**config.mk**
```make
export PLATFORM = sky130hd
export DESIGN_NAME = ccff_loader
export DESIGN_NICKNAME = d
export VERILOG_FILES = /design/src/rtl/ccff_loader.sv
export SDC_FILE = /design/constraint.sdc
export NUM_CORES = 1
export LEC_CHECK = 0
export CORE_UTILIZATION = 48
export CTS_CLUSTER_SIZE = 12
export DETAILED_ROUTE_END_ITERATION = 12
export PLACE_DENSITY = 0.82
export SETUP_SLACK_MARGIN = 0.1
export SLEW_MARGIN = 20
export SYNTH_ARGS = -nofsm -noshare
export SYNTH_HDL_FRONTEND = slang
export SYNTH_SLANG_ARGS = --single-unit
```
**constraint.sdc**
```tcl
create_clock -name prog_clk -period 2.1 [get_ports prog_clk]
set_input_delay 0.21 -clock prog_clk [delete_from_list [all_inputs] [get_ports prog_clk]]
set_output_delay 0.21 -clock prog_clk [all_outputs]
set_load 0.01 [all_outputs]
```
**src/rtl/ccff_loader.sv**
```systemverilog
// ---------------------------------------------------------------------------
// ccff_loader
//
// Purpose:
//   Streams a word-oriented configuration bitstream into a serial chain of
//   configuration flip-flops (CCFF). Each accepted word is emitted MSB first,
//   one bit per prog_clk cycle. Exactly CHAIN_LEN bits are shifted. Any
//   trailing LSBs of the final word that do not fit in the chain are dropped.
//   A new word can be accepted in the same cycle that the last bit of the
//   previous word shifts. Continuous input therefore streams with no bubble.
//
// Optional feature (macro CCFF_READBACK_EN):
//   When defined, the loader computes a CRC-16 over the loaded bits. The
//   CRC uses polynomial 0x1021, initial value 0xFFFF and MSB-first order.
//   After the load it recirculates the chain once through ccff_tail ->
//   ccff_head. The chain contents are preserved during this pass. The
//   loader computes a second CRC over the tail stream and flags error when
//   the two CRCs differ.
//   When undefined, no CRC or verify logic is built, error is tied to 0, and
//   ccff_tail is ignored.
//
// Parameters:
//   CHAIN_LEN  number of flip-flops in the target chain (>= 1)
//   WORD_W     bitstream word width (>= 1)
//
// Ports:
//   prog_clk       in   programming clock, all state on rising edge
//   pReset         in   asynchronous active-low reset
//   start          in   single-cycle request to begin a load (IDLE/DONE only)
//   bs_data        in   bitstream word, MSB shifted first
//   bs_valid       in   bs_data valid
//   bs_ready       out  word accepted when bs_valid && bs_ready
//   ccff_head      out  serial bit into the chain head
//   ccff_shift_en  out  chain advances on each prog_clk edge where high
//   ccff_tail      in   serial bit from the chain tail (used only in verify)
//   busy           out  high while loading or verifying
//   done           out  high in DONE until the next start
//   error          out  readback CRC mismatch (constant 0 without the macro)
// ---------------------------------------------------------------------------
module ccff_loader #(
  parameter int CHAIN_LEN = 64,
  parameter int WORD_W    = 8
) (
  input  logic              prog_clk,
  input  logic              pReset,
  input  logic              start,
  input  logic [WORD_W-1:0] bs_data,
  input  logic              bs_valid,
  output logic              bs_ready,
  output logic              ccff_head,
  output logic              ccff_shift_en,
  input  logic              ccff_tail,
  output logic              busy,
  output logic              done,
  output logic              error
);

  // Counter widths. CW holds 0..CHAIN_LEN and SW holds 0..WORD_W.
  localparam int CW = $clog2(CHAIN_LEN + 1);
  localparam int SW = $clog2(WORD_W + 1);
  // Common width used to compare the chain counter against WORD_W safely.
  localparam int XW = (CW > SW) ? CW : SW;

`ifdef CCFF_READBACK_EN
  typedef enum logic [1:0] {
    IDLE   = 2'd0,
    LOAD   = 2'd1,
    VERIFY = 2'd2,
    DONE   = 2'd3
  } state_t;
`else
  typedef enum logic [1:0] {
    IDLE = 2'd0,
    LOAD = 2'd1,
    DONE = 2'd3
  } state_t;
`endif

  state_t              state_reg;
  // Word shift register. Its MSB is the bit currently presented on the head.
  logic [WORD_W-1:0]   sr_reg;
  // Bits still to be emitted from sr_reg, including the one presented now.
  logic [SW-1:0]       sr_cnt_reg;
  // Chain bits not yet committed to the shift register. This counter is the
  // bit counter of the load. It counts down from CHAIN_LEN.
  logic [CW-1:0]       left_reg;
  // The head is kept in its own register so that it holds its value across
  // stalls. Without it, the shifted-out register would expose a stale 0.
  logic                head_reg;

  // -------------------------------------------------------------------------
  // Datapath decode (functions of registered state only)
  // -------------------------------------------------------------------------
  logic                load_shift;     // a chain bit shifts at this edge
  logic                last_in_word;   // the presented bit is the word's last
  logic                last_load_bit;  // the CHAIN_LEN-th bit shifts now
  logic                ready;
  logic                accept;
  logic [XW-1:0]       left_x;
  logic [SW-1:0]       take;           // bits of the next word that fit
  logic [WORD_W-1:0]   sr_shifted;

  always_comb begin
    load_shift    = (state_reg == LOAD) && (sr_cnt_reg != '0);
    last_in_word  = (sr_cnt_reg == SW'(1));
    last_load_bit = load_shift && last_in_word && (left_reg == '0);
    // Accept a word when the register is empty, or when its last bit leaves
    // at this very edge. This gives back-to-back streaming without a gap.
    ready         = (state_reg == LOAD) && (left_reg != '0) &&
                    ((sr_cnt_reg == '0) || last_in_word);
    accept        = ready && bs_valid;
    left_x        = XW'(left_reg);
    // The final word may contain more bits than the chain still needs. The
    // excess LSBs are never counted, so they are never shifted out.
    take          = (left_x >= XW'(WORD_W)) ? SW'(WORD_W) : SW'(left_x);
    sr_shifted    = sr_reg << 1;
  end

`ifdef CCFF_READBACK_EN
  // -------------------------------------------------------------------------
  // CRC-16 (poly 0x1021, MSB first) and readback bookkeeping
  // -------------------------------------------------------------------------
  logic [15:0]   crc_load_reg;   // CRC over the bits pushed into the chain
  logic [15:0]   crc_rb_reg;     // CRC over the bits read back at the tail
  logic [CW-1:0] vcnt_reg;       // recirculation cycles remaining
  logic          error_reg;
  logic [15:0]   crc_load_next;
  logic [15:0]   crc_rb_next;

  function automatic logic [15:0] crc_step(input logic [15:0] crc,
                                           input logic        bit_in);
    logic fb;
    fb = crc[15] ^ bit_in;
    return {crc[14:0], 1'b0} ^ (fb ? 16'h1021 : 16'h0000);
  endfunction

  always_comb begin
    crc_load_next = crc_step(crc_load_reg, head_reg);
    crc_rb_next   = crc_step(crc_rb_reg, ccff_tail);
  end
`else
  // The tail is only observed during readback, which is not built here.
  logic unused_tail;
  assign unused_tail = ccff_tail;
`endif

  // -------------------------------------------------------------------------
  // Control FSM and datapath registers
  // -------------------------------------------------------------------------
  always_ff @(posedge prog_clk or negedge pReset) begin
    if (!pReset) begin
      state_reg    <= IDLE;
      sr_reg       <= '0;
      sr_cnt_reg   <= '0;
      left_reg     <= '0;
      head_reg     <= 1'b0;
`ifdef CCFF_READBACK_EN
      crc_load_reg <= 16'hFFFF;
      crc_rb_reg   <= 16'hFFFF;
      vcnt_reg     <= '0;
      error_reg    <= 1'b0;
`endif
    end else begin
      case (state_reg)
        IDLE, DONE: begin
          if (start) begin
            state_reg    <= LOAD;
            sr_reg       <= '0;
            sr_cnt_reg   <= '0;
            left_reg     <= CW'(CHAIN_LEN);
`ifdef CCFF_READBACK_EN
            crc_load_reg <= 16'hFFFF;
            error_reg    <= 1'b0;
`endif
          end
        end

        LOAD: begin
          if (accept) begin
            // A new word overrides the final shift of the previous word.
            // The previous word's last bit still leaves at this edge.
            sr_reg     <= bs_data;
            sr_cnt_reg <= take;
            left_reg   <= left_reg - CW'(take);
            head_reg   <= bs_data[WORD_W-1];
          end else if (load_shift) begin
            sr_reg     <= sr_shifted;
            sr_cnt_reg <= sr_cnt_reg - SW'(1);
            // After the last bit of a word, the head keeps that bit until
            // the next word arrives.
            if (!last_in_word) begin
              head_reg <= sr_shifted[WORD_W-1];
            end
          end
`ifdef CCFF_READBACK_EN
          if (load_shift) begin
            crc_load_reg <= crc_load_next;
          end
          if (last_load_bit) begin
            state_reg  <= VERIFY;
            vcnt_reg   <= CW'(CHAIN_LEN);
            crc_rb_reg <= 16'hFFFF;
          end
`else
          if (last_load_bit) begin
            state_reg <= DONE;
          end
`endif
        end

`ifdef CCFF_READBACK_EN
        VERIFY: begin
          // Each cycle the chain rotates by one bit: the tail is fed back to
          // the head. After CHAIN_LEN cycles every flip-flop holds its
          // original value again.
          crc_rb_reg <= crc_rb_next;
          vcnt_reg   <= vcnt_reg - CW'(1);
          if (vcnt_reg == CW'(1)) begin
            error_reg <= (crc_rb_next != crc_load_reg);
            state_reg <= DONE;
          end
        end
`endif

        default: begin
          state_reg <= IDLE;
        end
      endcase
    end
  end

  // -------------------------------------------------------------------------
  // Outputs (decoded from registered state)
  // -------------------------------------------------------------------------
  assign bs_ready = ready;
  assign done     = (state_reg == DONE);

`ifdef CCFF_READBACK_EN
  assign ccff_shift_en = load_shift || (state_reg == VERIFY);
  assign ccff_head     = (state_reg == VERIFY) ? ccff_tail : head_reg;
  assign busy          = (state_reg == LOAD) || (state_reg == VERIFY);
  assign error         = error_reg;
`else
  assign ccff_shift_en = load_shift;
  assign ccff_head     = head_reg;
  assign busy          = (state_reg == LOAD);
  assign error         = 1'b0;
`endif

endmodule

```
==> run metrics <==
status=finished, final reports clean; clk slew on worst S/H paths=about 0.13 ns; Die H=around 55 um; startpoint types=flip-flop; num rows=18; Static Leak=around 0.86 nW; fmax=489.5 MHz; Reg area=around 530 um2; Pre-Repair DR Iteration Count=4; sw frac=0.4343; Top Family by Delay on Critical Path=simple AND/OR/NAND/NOR gates; Mapped Nets=between 150 and 200; Worst Path Buf+Inv=1; number of global-route vias before repair=~1200; Sink Count=21; Final Hold Fails=0; FILL cells=181; synthesized flop and latch total=21; Final setup viols=0; Top Ports=19; DRT Wirelength=between 3000 and 4000 um; Seq pwr share=0.302; Comb pwr share=0.610; Num CTS Buffers=3; Psw=roughly 1.0 mW; largest net degree at the start of global routing=22; Post-synth EDFFs=0; sequential-to-total area share from yosys stat=0.3860; gpl congestion=approximately 0.85; first-pass GRT wire length=approximately 5400 um; Vias=around 1300; TritonCTS clock tree=done; nature of the critical path endpoint=flip-flop; width of the die=55.26 um; Final Max Tran Viols=0; Internal=1.349 mW; Final WS setup=~0.057 ns; slowest stage delay, CP=~0.41 ns; leading cell type in the layout, fill and taps excluded=buf_4; Async S/R FF share, synth=1.000; antenna-violating nets left=0; Place WS=approximately 0.006 ns; DRC viols=0; PD cells=approximately 1300 nW/um2; Worst VDD drop=0.7919 mV; Ys Warns=0; top_reg_cell synth=dfrtp_1; crit path max-delay cell type=dfrtp_1; RSZ-0062 raised after global routing=yes; crit path DAT=around 2.3 ns; kind of critical path=flip-flop to flip-flop; share of post-route cells with drive strength above 1=0.3011; area of the multi-input gates=around 890 um2; total power=roughly 2.4 mW; Max clock buf depth=2; CTS H-tree depth=1; synth-to-layout area growth=34.65%; vias per cell=a little over 6; total track usage=0.2194; Root Driver=clkbuf_4; cells after synthesis=approximately 150; gr ovfl total=0; HP Class=input port to asynchronous set/reset pin; CP Cell Sequence=inv_2 > ha_4 > or3b_4 > nor3b_4 > a21oi_2 > nor2_2 > mux2_1; die area=3053 um2; Initial Util=0.5302; number of port buffers=16; Worst Skew=between 0.001 and 0.0015 ns; DR WL/cell=approximately 17 um; FF-to-FF Start=state_reg[1]$_DFFE_PN0P_; layout net count=206; Clk Latency, worst-skew pair=about 0.31 ns; initial DRC count=56; synthesized area per cell=between 9 and 10 um2; Ant. Diodes=0; power share of the clock group=0.087; cell area after synthesis=approximately 1400 um2; Core Region=about 2600 um2; crit path time final=2.043 ns; hpwl dp=about 2300 um; Hold-fix buffers, CTS=0; Max Cap Violations=0; period utilisation layout=0.9727; crit path from=state_reg[1]$_DFFE_PN0P_; post-synth cell types=47; initial antenna violation count=0; Worst EP required=2.31 ns; commonest non-fill, non-tap cells in the layout=22 x buf_4, 21 x dfrtp_1, 18 x nand2_1, 14 x clkdlybuf4s50_1, 12 x o21ai_0; CP max FO=4
## synthesized netlist by cell type, types with 2 or more instances
| cell | count | area, um2 |
|---|---|---|
| a2bb2oi_1 | 2 | 17.52 |
| o21ai_0 | 14 | 70.07 |
| nand3b_1 | 2 | 15.01 |
| o31ai_1 | 2 | 15.01 |
| nand2_1 | 18 | 67.56 |
| a21o_1 | 2 | 15.01 |
| o22ai_1 | 2 | 12.51 |
| nor3_1 | 6 | 30.03 |
| a21boi_0 | 2 | 15.01 |
| mux2i_1 | 10 | 100.1 |
| or2_2 | 2 | 12.51 |
| conb_1 | 2 | 7.510 |
| nor2b_1 | 2 | 12.51 |
| a21oi_1 | 8 | 40.04 |
| inv_1 | 7 | 26.28 |
| or3b_4 | 2 | 22.52 |
| o21a_1 | 2 | 15.01 |
| o21ai_1 | 2 | 10.01 |
| ha_1 | 6 | 75.07 |
| nor2_1 | 8 | 30.03 |
| dfrtp_1 | 21 | 525.5 |
## worst register-to-register path: cells and delay by family (launching register included)
family / cells / cell delay (ns)
compound gates: 1 / 0.13
fa+ha+maj: 1 / 0.12
buf+inv: 1 / 0.08
mux: 1 / 0.33
simple gates: 3 / 0.86
flops: 1 / 0.41
## logic make-up after synthesis
kind of cell | after synthesis | share of synthesized area
xor+xnor | 1 | 0.006435
compound gates | 43 | 0.1976
simple gates | 51 | 0.2169
other cells | 2 | 0.005517
buf+inv | 12 | 0.04228
mux | 12 | 0.09008
flops | 21 | 0.3860
fa+ha+maj | 6 | 0.05515
## worst paths after layout
kind,to,slack [ns],depth (start not counted)
setup / recovery,left_reg[3]$_DFFE_PN0P_,0.06,7
hold / removal,left_reg[6]$_DFFE_PN0P_,0.22,2
setup reg to reg,left_reg[3]$_DFFE_PN0P_,0.06,7
hold reg to reg,sr_reg[3]$_DFFE_PN0P_,0.50,2
max in group asynchronous,sr_reg[2]$_DFFE_PN0P_,1.66,2
min in group prog_clk,sr_reg[0]$_DFFE_PN0P_,0.45,3
## through the flow
| stage | TNS [ns] | hold WS [ns] | instances | instance area [um2] | utilization |
|---|---|---|---|---|---|
| 2_1_floorplan | 0 | -0.08559 | 148 | 1380 | - |
| 3_3_place_gp | 0 | 0.4625 | 201 | 1637 | 0.6374 |
| 3_5_place_dp | 0 | 0.4743 | 201 | 1637 | 0.6374 |
| 4_1_cts | 0 | 0.2312 | 209 | 1707 | 0.6647 |
| 5_1_grt | -0.03082 | 0.2276 | 216 | 1833 | 0.7139 |
| 6_report | 0 | 0.2218 | 216 | 1833 | 0.7139 |
## timing repair
item / 4_1_cts / 5_1_grt
resized for setup: 8 / 19
setup buffers: 4 / 7
setup endpoints to repair: 16 / 18
pin swaps: 3 / 4
## power groups by stage
stage	Clock [mW]	Combinational [mW]	Sequential, mW
final	0.209	1.46	0.721
after global routing	0.226	1.57	0.742
after CTS	0.208	1.24	0.707
after detailed placement	0	1.19	0.731
after global placement	0	1.13	0.712
after floorplan	0	0.813	0.721
## final cells by class
type,instances,share of cell area
multi-input combinational,115,0.4833
sequential,21,0.2867
timing repair buffer,39,0.1802
tap,30,0.02048
inverter,7,0.01433
clock buffer,3,0.01229
clock inverter,1,0.002730
## layer usage
metal,track usage,wire length (um)
met5,0,0
met2,0.3735,1892
met1,0.2778,1552
met4,0.09286,117
met3,0.03044,139
Power figures use the tool's default switching activity.
==> RTL change 1, RTL diff (config.mk and constraints unchanged) <==
Change the parameter `CHAIN_LEN` from 64 to 128.
--- a/src/rtl/ccff_loader.sv
+++ b/src/rtl/ccff_loader.sv
@@ -38,7 +38,7 @@
 //   error          out  readback CRC mismatch (constant 0 without the macro)
 // ---------------------------------------------------------------------------
 module ccff_loader #(
-  parameter int CHAIN_LEN = 64,
+  parameter int CHAIN_LEN = 128,
   parameter int WORD_W    = 8
 ) (
   input  logic              prog_clk,
Function: same outputs for any inputs over 10 cycles, from zero or initial values and one cycle with pReset low; that may be too few to reach the edited logic, so the function may still have changed.
==> RTL change 1 against the original RTL <==
  * Wire length fell by 2.8%
  * Area after synthesis grew 2.0%
  * Setup slack improved by 0.024 ns
  * Sequential share of layout area fell by 0.57 points
  * Non-clock buffer count up 6
  * Die area grew 1.9%
  * Cell area increased by 6.9%
  * Sequential cell count up 1
  * Cell count up 3.7%
  * Critical path depth fell by 1
Power is left out: it rests on default switching activity, and per cell area and clock period it moved more than threefold.
==> RTL change 1: results (changes against the original RTL) <==
status: "complete, no violations"
skew_ns: 0.01320  # +0.01173 ns
synth_cells: 148  # unchanged
routed_wl_um: 3599  # -2.8%
num-nonclk-inverters: 6  # -1
clk_pin_slew_worst_paths_ns: 0.14
dp_hpwl_um: 2365  # +0.87%
place_inst: 206  # +2.5%
drt_iter0_drc: 64  # +14%
io_buffers: 16  # unchanged
regArea_um2: 550.5  # +4.8%
reg2reg_from: "state_reg[0]"
clkbuf_count: 3  # unchanged
cts_buffer_depth: 2  # unchanged
viasPerCell: 5.853  # -4.4%
worstSkewPairLatency_ns: 0.33  # +0.02 ns
finalMaxSlewViolations: 0  # unchanged
gp_congestion: 0.8999  # +6.5%
place_ws_ns: 0.08329  # +0.07732 ns
netlist_top_cells_count: "dfrtp_1, nor2_1, nand2_1"
n_antenna_cell: 0  # unchanged
worstPathArrival_ns: 2.27
htree_levels: 1  # unchanged
vias: 1311  # -0.83%
multi_input_area_share_pct: 45.91  # -2.4 points
yosysWarnings: 0  # unchanged
grt_first_pass_wirelength_um: 5326  # -1.8%
ys_seq_elements: 22  # +4.8%
grt_usage_pct: 21.66  # -0.28 points
drive_above_1_share_pct: 29.02  # -1.1 points
num-nets-final: 215  # +4.4%
fillers: 194  # +7.2%
buffers: 45  # +15%
critPathMaxFanout: 5  # +1
synth.area.top_cells: "dfrtp_1, ha_1, mux2i_1, nor2_1, o2bb2ai_1"
synth.distinct_cells: 41  # -13%
reg2reg_to: "left_reg[4]"
clock_area_share_pct: 2.682  # +1.2 points
r2r_slack_ns: 0.08  # +0.02 ns
multi_input_gates: 116  # +0.87%
cts_root_buf: "clkbuf_4"
tightest_slew_ns: 0.5402
grt_max_degree: 23  # +4.5%
largest_reg_flops: 8
antenna_found_initial: 0  # unchanged
crit_slowest_cell: "dfrtp_1"
firstDrtPassIters: 4  # unchanged
reg2regPathDepth: 6  # -1
hp-class: "input port to asynchronous set/reset pin"
ys_seq_area_share_pct: 39.64  # +1.0 points
max_stage_delay_ns: 0.43  # +0.02 ns
bufAreaShareNonClock_pct: 20.18  # +2.2 points
async_reset_ff_share_pct: 100.0  # unchanged
## RTL change 1: through the flow
step	hold slack [ns]	area (um2)
3_3_place_gp	0.4651	1687
4_1_cts	0.2193	1795
3_5_place_dp	0.4717	1687
5_1_grt	0.2265	1959
6_report	0.2072	1959
2_1_floorplan	-0.08559	1393
## RTL change 1: worst max-delay path, delay by kind of cell (launching register included)
kind	cells	cell delay, ns
simple gates	2	0.59
fa+ha+maj	1	0.35
flops	1	0.43
buf+inv	1	0.09
compound gates	2	0.49
## RTL change 1: how the worst max path moves through the flow
stage                             start            end  slack [ns]  cells past startpoint
after floorplan            state_reg[0]    left_reg[6]        0.15                      7
after global placement    sr_cnt_reg[0]  sr_cnt_reg[1]        0.12                      7
after detailed placement  sr_cnt_reg[0]       bs_ready        0.08                      7
after CTS                   left_reg[6]       bs_ready        0.04                      4
after global routing        left_reg[5]   state_reg[0]       0.005                      6
final                      state_reg[0]    left_reg[4]        0.08                      6
## RTL change 1: what timing repair did
action                     4_1_cts  5_1_grt
setup endpoints to repair        9       17
gates cloned                     0        0
pin swaps                        1       12
setup buffers                    5        9
gates resized for setup          7       22
## RTL change 1: kinds of logic after synthesis
logic type                 synth area share, %
buffers and inverters                    3.784
AOI/OAI and AO/OA                        21.62
xor gates and xnor gates                 1.892
adders and majority gates                7.207
muxes                                    5.766
other                                   0.5407
DFF                                      39.64
and+or+nand+nor                          19.55
## RTL change 1: routing by layer
metal | part of all wire [%] | vias to the layer above | GRT usage, % | routed length [um]
li1 | - | 623 | - | -
met1 | 42 | 631 | 25.11 | 1513
met2 | 51 | 49 | 39.41 | 1843
met3 | 5.2 | 8 | 5.814 | 187
met4 | 1.5 | 0 | 5.357 | 54
met5 | 0 | - | 0 | 0
==> RTL change 2, RTL diff (same settings) <==
Made on the original files. Make the reset (`pReset`) synchronous in one clocked block. Comments in the files are not updated.
--- a/src/rtl/ccff_loader.sv
+++ b/src/rtl/ccff_loader.sv
@@ -147,7 +147,7 @@
   // -------------------------------------------------------------------------
   // Control FSM and datapath registers
   // -------------------------------------------------------------------------
-  always_ff @(posedge prog_clk or negedge pReset) begin
+  always_ff @(posedge prog_clk) begin
     if (!pReset) begin
       state_reg    <= IDLE;
       sr_reg       <= '0;
Check against the original RTL: differs if pReset is asserted again (counterexample within 4 cycles, from zero or initial values and one cycle with pReset low); with pReset held inactive, the same outputs for 10 cycles.
==> RTL change 2 against the original RTL <==
  * Cell area decreased by 6.6%
  * Wire length decreased by 6.1%
  * Cell count decreased by 2.3%
  * Hold slack improved by 0.22 ns
  * Core utilization decreased by 4.1 points
  * Sequential cell count unchanged
  * Largest cell class unchanged
  * Critical endpoint is now sr_reg[1]
  * Clock skew increased by 0.0013 ns
  * Via count decreased by 1.4%
  * Critical path type unchanged
  * Area after synthesis decreased by 1.8%
  * Setup slack improved by 0.031 ns
Power is not compared: it rests on default switching activity, and its combinational part moved more than twofold at a synthesized area within 25%.
==> RTL change 2: results (changes against the original RTL) <==
vias: 1303  # -1.4%
total_leakage_power_uw: 0.0006547
num_rows: 18  # unchanged
num-nets-final: 201  # -2.4%
synth.distinct_cells: 52  # +11%
clk_pin_slew_worst_paths_ns: 0.13  # about the same
htree_levels: 1  # unchanged
cts_buffer_depth: 2  # unchanged
netlist_top_cells_count: "dfxtp_1, nand2_1, nor2_1"
ctsHoldBuffers: 0  # unchanged
cts_buffers: 3  # unchanged
grt_first_pass_wirelength_um: 5181  # -4.5%
skew_ns: 0.002824  # +0.001349 ns
worstPathArrival_ns: 2.21  # -0.05 ns
status: "complete, no violations"
drive_above_1_share_pct: 23.76  # -6.4 points
routedWlPerCell_um: 16.47  # -3.9%
totalPowerFinal_uw: 1321
async_reset_ff_share_pct: 0  # -100 points
firstDrtPassIters: 5  # +1
grt_pass1_vias: 1170  # -4.8%
dp_hpwl_um: 2280  # -2.8%
grt_max_degree: 21  # -4.5%
p_sw_uw: 508.6
gp_congestion: 0.9119  # +7.9%
synth.area.top_cells: "dfxtp_1, ha_1, mux2i_1, nand3_1, buf_6"
place_ws_ns: 0.04562  # +0.03964 ns
vdd_drop_max_mv: 0.6363
drt_iter0_drc: 54  # -3.6%
hp-class: "input port to flop"
antenna_found_initial: 0  # unchanged
io_buffers: 16  # unchanged
synth_ff_type: "dfxtp_1"
synth_fp_nets: 174  # +4.2%
critPathMaxFanout: 8  # +4
grt_usage_pct: 24.50  # +2.6 points
tightest_slew_ns: 0.4944
ys_seq_area_share_pct: 31.46  # -7.1 points
n_antenna_cell: 0  # unchanged
yosysWarnings: 0  # unchanged
cts_root_buf: "clkbuf_4"
worstSkewPairLatency_ns: 0.32
==> RTL change 2: final timing paths <==
check | startpoint | end | slack [ns] | cells past startpoint
setup / recovery | left_reg[6] | sr_reg[1] | 0.09 | 6
hold / removal | bs_data[6] | sr_reg[6] | 0.44 | 3
setup reg to reg | left_reg[6] | sr_reg[1] | 0.09 | 6
hold reg to reg | sr_reg[3] | sr_reg[3] | 0.48 | 1
==> RTL change 2: final cells by class <==
| cell class | instances | area (um2) |
|---|---|---|
| repair buffers | 33 | 309.0 |
| fillers | 211 | 833.3 |
| clock buffers | 3 | 22.52 |
| clock inverters | 1 | 7.507 |
| flip-flops and latches | 21 | 425.4 |
| inverters | 9 | 33.78 |
| multi-input cells | 114 | 875.8 |
| well taps | 30 | 37.54 |
==> RTL change 2: what timing repair did <==
| item | in CTS | in global routing |
|---|---|---|
| pin swaps | 0 | 4 |
| endpoints found under the hold margin | 0 | 0 |
| setup endpoints to repair | 3 | 18 |
| buffers inserted | 1 | 4 |
| resized for setup | 9 | 17 |
==> RTL change 2: per-stage QoR <==
| step | cells | cell area (um2) |
|---|---|---|
| detailed placement | 202 | 1548 |
| CTS | 207 | 1612 |
| global route | 211 | 1712 |
| global placement | 202 | 1548 |
| floorplan | 155 | 1336 |
| finish | 211 | 1712 |
==> RTL change 2: logic make-up (layout without fill, tap and decap cells) <==
| group | Yosys count | in the layout | synth area share [%] |
|---|---|---|---|
| AO/OA/AOI/OAI | 49 | 49 | 28.93 |
| XOR/XNOR | 1 | 1 | 0.6556 |
| adder cells (fa/ha/maj) | 6 | 6 | 5.618 |
| buffers and inverters | 20 | 46 | 8.239 |
| flip-flops | 21 | 21 | 31.46 |
| multiplexers | 5 | 5 | 3.745 |
| other | 2 | 2 | 0.5620 |
| AND/OR/NAND/NOR | 51 | 51 | 20.79 |
==> RTL change 2: critical path: stages (launching register included) <==
cell and delay [ns]:
dfxtp_1 0.34, or4_4 0.60, o41ai_4 0.27, a311oi_4 0.17, buf_4 0.19, o21ai_0 0.22
a31oi_1 0.10
==> RTL change 2: layer usage <==
layer | GRT usage, % | routed length [um] | vias to the layer above
met4 | 7.265 | 71 | 0
met1 | 29.22 | 1489 | 610
met2 | 43.57 | 1691 | 51
met5 | 0 | 0 | -
met3 | 4.722 | 223 | 9
li1 | - | - | 633
==> RTL change 2: power groups by stage <==
stage / clock [uW] / combinational (uW) / sequential, uW
2_1_floorplan: 0 / 383 / 476
3_3_place_gp: 0 / 494 / 477
3_5_place_dp: 0 / 511 / 481
4_1_cts: 215 / 541 / 473
5_1_grt: 227 / 673 / 484
6_report: 213 / 630 / 478
